<file path="config.mk">
export PLATFORM = sky130hd
export DESIGN_NAME = rdmx_xmit_arb
export DESIGN_NICKNAME = d
export VERILOG_FILES = /design/src/rtl/rdmx_xmit_arb.sv
export SDC_FILE = /design/constraint.sdc
export NUM_CORES = 1
export LEC_CHECK = 0
export CAP_MARGIN = 20
export CORE_AREA = 4 4 737 739
export DETAILED_ROUTE_END_ITERATION = 16
export DIE_AREA = 0 0 741 743
export PLACE_DENSITY = 0.3
export SETUP_SLACK_MARGIN = 0.2
export SYNTH_ARGS = -nofsm -noshare
export SYNTH_HDL_FRONTEND = slang
export SYNTH_SLANG_ARGS = --single-unit
</file>
<file path="constraint.sdc">
create_clock -name clk -period 2.7 [get_ports clk]
set_input_delay 0.81 -clock clk [delete_from_list [all_inputs] [get_ports clk]]
set_output_delay 0.81 -clock clk [all_outputs]
set_load 0.02 [all_outputs]
</file>
<file path="src/rtl/rdmx_xmit_arb.sv">
// Purpose : two-channel RDMX transmit scheduler; one header beat then that channel's data through TLAST, with a beat-count check.
// Latency : a channel becoming eligible in IDLE shows M_HDR_TVALID on the next cycle; data is a combinational pass-through.
// Backpressure: the header holds while M_HDR_TREADY=0; the granted channel's DATA_TREADY follows M_DATA_TREADY; the other channel is never readied.
//
// Ports:
//   clk, resetn                      clock, async active-low reset
//   Sn_PLEN_* (n=0,1)                packet byte-length FIFO head (pop on header accept)
//   Sn_ADDR_* (n=0,1)                target address + user data FIFO head (pop on header accept)
//   Sn_DATA_* (n=0,1)                packet data stream
//   M_HDR_*                          header beat {addr, user, byte length} to the packet builder
//   M_DATA_*                         forwarded data of the granted channel
//   GRANT / BUSY / LEN_ERR           current/last grant, HDR-or-DATA state, sticky beat-count mismatch
//
// Build option: define RDMX_XMIT_ARB_STRICT_PRIO_EN to make channel 0 win whenever it is eligible;
// without it the two channels alternate when both are eligible.

module rdmx_xmit_arb #(
    parameter int DW = 512,
    parameter int AW = 64,
    parameter int UW = 40
) (
    input  logic          clk,
    input  logic          resetn,

    input  logic [15:0]   S0_PLEN_TDATA,
    input  logic          S0_PLEN_TVALID,
    output logic          S0_PLEN_TREADY,
    input  logic [AW-1:0] S0_ADDR_TDATA,
    input  logic [UW-1:0] S0_ADDR_TUSER,
    input  logic          S0_ADDR_TVALID,
    output logic          S0_ADDR_TREADY,
    input  logic [DW-1:0] S0_DATA_TDATA,
    input  logic          S0_DATA_TLAST,
    input  logic          S0_DATA_TVALID,
    output logic          S0_DATA_TREADY,

    input  logic [15:0]   S1_PLEN_TDATA,
    input  logic          S1_PLEN_TVALID,
    output logic          S1_PLEN_TREADY,
    input  logic [AW-1:0] S1_ADDR_TDATA,
    input  logic [UW-1:0] S1_ADDR_TUSER,
    input  logic          S1_ADDR_TVALID,
    output logic          S1_ADDR_TREADY,
    input  logic [DW-1:0] S1_DATA_TDATA,
    input  logic          S1_DATA_TLAST,
    input  logic          S1_DATA_TVALID,
    output logic          S1_DATA_TREADY,

    output logic [AW-1:0] M_HDR_TDATA,
    output logic [UW-1:0] M_HDR_TUSER,
    output logic [15:0]   M_HDR_TLEN,
    output logic          M_HDR_TVALID,
    input  logic          M_HDR_TREADY,

    output logic [DW-1:0] M_DATA_TDATA,
    output logic          M_DATA_TLAST,
    output logic          M_DATA_TVALID,
    input  logic          M_DATA_TREADY,

    output logic          GRANT,
    output logic          BUSY,
    output logic          LEN_ERR
);

    localparam int BPB = DW / 8;
    localparam int SH  = $clog2(BPB);

    typedef enum logic [1:0] {
        ST_IDLE,
        ST_HDR,
        ST_DATA
    } state_t;

    state_t      state;
    state_t      state_nxt;

    logic        grant;
    logic        last_grant;
    logic [10:0] exp_beats;
    logic [10:0] beat_cnt;
    logic [10:0] beat_nxt;
    logic        len_err;

    logic [1:0]  elig;
    logic        pick;
    logic [15:0] pick_plen;
    logic [16:0] plen_round;
    logic [10:0] pick_beats_raw;
    logic [10:0] pick_beats;

    logic        cur_dvld;
    logic        cur_dlast;
    logic        data_fire;

    // A packet is schedulable only once both its length and address are queued;
    // length is written upstream after the last data beat, so data is complete.
    assign elig = {S1_PLEN_TVALID & S1_ADDR_TVALID, S0_PLEN_TVALID & S0_ADDR_TVALID};

`ifdef RDMX_XMIT_ARB_STRICT_PRIO_EN
    assign pick = ~elig[0];
`else
    // Both eligible: serve the channel that did not go last.
    assign pick = (elig == 2'b11) ? ~last_grant : elig[1];
`endif

    // Expected beats = max(1, ceil(len / bytes_per_beat)); zero-length packets still carry one beat.
    assign pick_plen      = pick ? S1_PLEN_TDATA : S0_PLEN_TDATA;
    assign plen_round     = {1'b0, pick_plen} + 17'(BPB - 1);
    assign pick_beats_raw = 11'(plen_round >> SH);
    assign pick_beats     = (pick_beats_raw == 11'd0) ? 11'd1 : pick_beats_raw;

    assign cur_dvld  = grant ? S1_DATA_TVALID : S0_DATA_TVALID;
    assign cur_dlast = grant ? S1_DATA_TLAST  : S0_DATA_TLAST;
    assign data_fire = (state == ST_DATA) & cur_dvld & M_DATA_TREADY;
    assign beat_nxt  = beat_cnt + 11'd1;

    // Header fields come straight from the granted FIFO heads, which stay put until popped.
    assign M_HDR_TDATA  = grant ? S1_ADDR_TDATA : S0_ADDR_TDATA;
    assign M_HDR_TUSER  = grant ? S1_ADDR_TUSER : S0_ADDR_TUSER;
    assign M_HDR_TLEN   = grant ? S1_PLEN_TDATA : S0_PLEN_TDATA;
    assign M_DATA_TDATA = grant ? S1_DATA_TDATA : S0_DATA_TDATA;
    assign M_DATA_TLAST = (state == ST_DATA) & cur_dlast;

    assign GRANT   = grant;
    assign BUSY    = (state != ST_IDLE);
    assign LEN_ERR = len_err;

    always_ff @(posedge clk or negedge resetn) begin
        if (!resetn) begin
            state <= ST_IDLE;
        end else begin
            state <= state_nxt;
        end
    end

    always_comb begin
        state_nxt      = state;
        M_HDR_TVALID   = 1'b0;
        M_DATA_TVALID  = 1'b0;
        S0_PLEN_TREADY = 1'b0;
        S0_ADDR_TREADY = 1'b0;
        S1_PLEN_TREADY = 1'b0;
        S1_ADDR_TREADY = 1'b0;
        S0_DATA_TREADY = 1'b0;
        S1_DATA_TREADY = 1'b0;
        case (state)
            ST_IDLE: begin
                if (elig != 2'b00) begin
                    state_nxt = ST_HDR;
                end
            end
            ST_HDR: begin
                M_HDR_TVALID = 1'b1;
                if (M_HDR_TREADY) begin
                    // Single-cycle pop of the granted length/address entries.
                    S0_PLEN_TREADY = ~grant;
                    S0_ADDR_TREADY = ~grant;
                    S1_PLEN_TREADY = grant;
                    S1_ADDR_TREADY = grant;
                    state_nxt      = ST_DATA;
                end
            end
            ST_DATA: begin
                M_DATA_TVALID  = cur_dvld;
                S0_DATA_TREADY = ~grant & M_DATA_TREADY;
                S1_DATA_TREADY = grant & M_DATA_TREADY;
                if (data_fire && cur_dlast) begin
                    state_nxt = ST_IDLE;
                end
            end
            default: begin
                state_nxt = ST_IDLE;
            end
        endcase
    end

    always_ff @(posedge clk or negedge resetn) begin
        if (!resetn) begin
            grant      <= 1'b0;
            last_grant <= 1'b1;
            exp_beats  <= 11'd0;
            beat_cnt   <= 11'd0;
            len_err    <= 1'b0;
        end else begin
            if ((state == ST_IDLE) && (elig != 2'b00)) begin
                grant     <= pick;
                exp_beats <= pick_beats;
            end
            if ((state == ST_HDR) && M_HDR_TREADY) begin
                beat_cnt <= 11'd0;
            end
            if (data_fire) begin
                beat_cnt <= beat_nxt;
                // Flag a short packet at its TLAST and a long one as soon as it passes the declared count.
                if ((cur_dlast && (beat_nxt != exp_beats)) ||
                    (!cur_dlast && (beat_nxt == exp_beats))) begin
                    len_err <= 1'b1;
                end
                if (cur_dlast) begin
                    last_grant <= grant;
                end
            end
        end
    end

endmodule

</file>
[Yosys cells after proc, flatten, opt, wreduce, memory -nomap -nowiden]
Index checks and enable logic that the tools add are counted.
Word-level totals
  memory bits (writable): 0
  bits in latches: 0
  output and inout bits: 644
  logic and storage cells: 63
  memories kept: 0
  register bits after elaboration: 27
  memory bits (read-only): 0
Operators by class
  add/sub/neg operators: 2
  magnitude comparators: 0
  divide/modulo/power cells: 0
  multiplexer cells: 23
  bitwise gates (word level): 9
  reductions and logical operators: 15
  equality and inequality tests: 8
  shifts and indexed selects: 0
  multipliers: 0
Operator list (count)
  2-to-1 mux 512 bit: 1
  2-to-1 mux 64 bit: 1
  2-to-1 mux 40 bit: 1
  2-to-1 mux 11 bit: 3
  2-to-1 mux 16 bit: 2
  adder 16 x 6 -> 17 bit (second input constant): 1
  adder 11 x 1 -> 11 bit (second input constant): 1
  equality test 11 bit: 1
  logical NOT 11 bit: 1
  2-to-1 mux 1 bit: 11
  inequality test 11 bit: 1
  bitwise AND 1 bit: 7
  2-to-1 mux 2 bit: 3
  one-hot mux 2 bit (3 select lines): 1
  nonzero test 2 bit: 3
  logical AND 1 bit: 5
  equality test 2 bit (second input constant): 2
  inequality test 2 bit (second input constant): 2
  AND reduction 2 bit: 2
  AND reduction 3 bit: 1
  equality test 2 x 1 -> 1 bit (second input constant): 1
  logical NOT 2 bit: 1
  inequality test 2 x 1 -> 1 bit (second input constant): 1
  NOT 1 bit: 2
  other kinds (2): 2

[Depth between registers and ports, before layout]
  depth in word-level cells: 7
  mapped depth: 8
  depth with buffers taken out: 8

[Worst setup path after synthesis]
Ideal clock, no wire load.
  path kind: reg2out
  start: reg grant, in the netlist GRANT
  end: out M_DATA_TDATA[100]
  stages on the path, launching flop included: 5
  buffers on the path: 3
  setup slack: 0.047 ns
  data required time: 1.890 ns
  arrival: 1.843 ns
  cell sequence: dfrtp_1 > clkbuf_1 > clkbuf_1 > clkbuf_1 > mux2_2
On the way
  cells in the longest elaborated chain, start to end: 1
RTL lines
  from (decl): line 77  | logic grant;
  from (signal assigned): line 186  | grant <= pick;
  2-to-1 mux 512 bit: line 121  | assign M_DATA_TDATA = grant ? S1_DATA_TDATA : S0_DATA_TDATA;
  to (decl): line 55  | output logic [DW-1:0] M_DATA_TDATA,
Every way passes these cells.

[Final worst setup path]
  start: reg grant, in the netlist GRANT
  end: out M_DATA_TDATA[342]
Same word-level chain as after synthesis.

==> results_dict.tcl <==
set metrics [dict create \
    outcome "complete, but fails checks" \
    violations "setup timing" \
    ys_ff_latch 27 \
    die_h_um 743 \
    dr.pass1.iters 5 \
    min_period_ps 3130 \
    r2r_end "LEN_ERR" \
    synth_area_um2 9490 \
    synth_flop_cell "dfrtp_1" \
    hold_buffers 0 \
    fin_skew_ps 4.01 \
    yosysTopAreaCell "mux2_2" \
    drt-wirelength-per-cell_um 44.3 \
    die-area_um2 551000 \
    p_per_area_nw_per_um2 648 \
    die_width_um 741 \
    grt_setup_unrepaired "yes" \
    cts_tree "done" \
    startpoint_type "flip-flop" \
    initialDrtViolationCount 1019 \
    final_max_slew_viol_count 0 \
    grt_max_degree 42 \
    r2r_cells 8 \
    synth_top_area_share_pct 74.9 \
    cts-root-buf "clkbuf_16" \
    ioPinCount 1920 \
    max-slew-margin-rel_pct 58.1 \
    timing.fmax_ghz 0.320 \
    yosysUniqueCellTypes 57 \
    io_buffer_count 1919 \
    initial_core_util_pct 1.77 \
    endpoint "M_DATA_TDATA[342]" \
    synth_area_leaders "mux2_2 (75%), dfrtp_1 (6.9%), clkbuf_1 (2.9%), o21ai_0 (1.5%), nand2_1 (1.3%)" \
    num_rows 269 \
    r2r_slack_ps 330 \
    placed_cell_area_um2 39500 \
    ir_worst_vdd_uv 318 \
    drive_gt1_share_pct 40.3 \
    wirelength_um 456000 \
    leakage_nw 13.7 \
    antenna_found_initial 771 \
    synth_edf_count 0 \
    core_um2 536000 \
    ys_seq_area_share_pct 7.13 \
    drv_cap 0 \
    grt_usage_pct 15.9 \
    endpoint_kind "output port" \
    utilization_pct 7.58 \
    setup_violations 514 \
    num_vias 21400 \
    antenna_left 0 \
    finalPower_mw 26.3 \
    clock_latency_ps 270 \
    path_clk_slew_ps 70 \
    cts_buffer_depth 2 \
    synth_nets 2241 \
    tightest_slew_ps 628 \
    gp_congestion 0.988 \
    synth_cells 964 \
    fin_crit_sh_pct 116 \
    cts.sinks 27 \
    final_common_cell "clkdlybuf4s50_1" \
    grt_pass1_vias 20000 \
    grt.overflow.total 0 \
    final_cell_area_um2 40600 \
    ys_warn_count 0 \
    h-tree-depth 1 \
    grt_pass1_wl_um 500000 \
    max_stage_delay_ps 590 \
    cp_max_fo 29 \
    fillers 62800 \
    hpwl_um 443000 \
    synth.avg_cell_area_um2 9.84 \
    layout_setup_ws_ps -429 \
    finalHoldViolCount 0 \
    crit_path_start "GRANT" \
    drc 0 \
    layout.nets 4246 \
    viasPerCell 2.08 \
    final_cell_mix "clkdlybuf4s50_1 (1287), mux2_2 (626), buf_4 (283)" \
    worstPathCellList "buf_16, buf_6, mux2_2, clkdlybuf4s50_1" \
    postSynth.asyncResetShare_pct 100 \
    critical_path_class "reg2out" \
    critical_path_required_ps 1890 \
    area_delta_synth_final_pct 328 \
    worstReg2RegStart "beat_cnt[0]" \
    worst_path_max_delay_cell "clkdlybuf4s50_1" \
    cts_made_buffers 3 \
    arrival_ps 2320 \
    hp-class "reg2reg" \
]
==> cell families (layout without fill, tap and decap cells) <==
| group | after synthesis | in the layout | share of synthesized area, % |
|---|---|---|---|
| simple gates | 117 | 117 | 6.45 |
| xor+xnor | 15 | 15 | 1.38 |
| compound gates | 74 | 74 | 5.22 |
| other cells | 0 | 141 | 0 |
| flops | 27 | 27 | 7.13 |
| buf+inv | 89 | 2093 | 3.76 |
| fa+ha+maj | 1 | 1 | 0.132 |
| mux | 641 | 641 | 75.9 |
==> how the worst min path moves through the flow <==
stage | cells after the start | start | endpoint | slack, ps
after floorplan | 2 | exp_beats[5] | exp_beats[5] | 460
after global placement | 1 | LEN_ERR | LEN_ERR | 480
after detailed placement | 1 | LEN_ERR | LEN_ERR | 480
after CTS | 1 | LEN_ERR | LEN_ERR | 510
after global routing | 1 | LEN_ERR | LEN_ERR | 520
final | 1 | LEN_ERR | LEN_ERR | 490
==> per-stage QoR <==
stage	TNS [ps]	hold WS (ps)	setup WS [ps]	instances
after floorplan	0	458	92.0	964
after global placement	-87630	479	-795	10100
after detailed placement	-87160	482	-691	10100
after CTS	-131990	505	-391	10100
after global routing	-107770	523	-407	10200
final	-83350	491	-429	10300
==> where the power goes <==
| part | leakage [nW] | internal (mW) | switching, mW |
|---|---|---|---|
| clock network | 0.0390 | 0.203 | 0.155 |
| registers | 0.346 | 0.553 | 0.161 |
| logic | 13.4 | 11.8 | 13.4 |
| total | 13.7 | 12.5 | 13.8 |
==> layout make-up <==
| class | instances | area, um2 | area share, % |
|---|---|---|---|
| antenna | 141 | 353 | 0.869 |
| clock buffer | 4 | 78.8 | 0.194 |
| inverter | 7 | 26.3 | 0.0647 |
| multi-input combinational | 848 | 8680 | 21.4 |
| sequential | 27 | 681 | 1.68 |
| tap | 7181 | 8980 | 22.1 |
| timing repair buffer | 2082 | 21800 | 53.7 |
==> cells in the mapped netlist (5+ instances only) <==
cell type	count
and3_1	6
and2_1	5
a21oi_1	10
nand4_1	10
o21ai_0	29
o31ai_1	6
nor2_1	21
nand2b_1	7
nand3_1	12
clkbuf_1	74
dfrtp_1	26
mux2i_1	10
xnor2_1	9
mux2_2	631
inv_1	7
nand2_1	32
xor2_1	6
==> sequential cells by signal, summed over array words and instances (netlist names) <==
| signal | count |
|---|---|
| beat_cnt | 11 |
| exp_beats | 11 |
| state | 2 |
| GRANT | 1 |
| LEN_ERR | 1 |
| last_grant | 1 |
==> worst max-delay path: cells and delay by family, from the launching register on <==
kind | cells | cell delay (ps)
flops | 1 | 510
buf+inv | 3 | 1060
mux | 1 | 220
==> timing repair <==
action,in CTS,in global routing
endpoints found under the setup margin,653,656
pin swaps,0,16
resized for setup,325,211
setup buffers,8,12
endpoints found under the hold margin,0,0
cloned,4,1
==> metal layers <==
layer	part of all wire, %	GRT usage (%)
met2	51	29.5
met4	4.4	4.33
met1	32	14.8
met5	0.43	0
met3	13	8.86
Note: power is estimated with default switching activity, not from simulation.
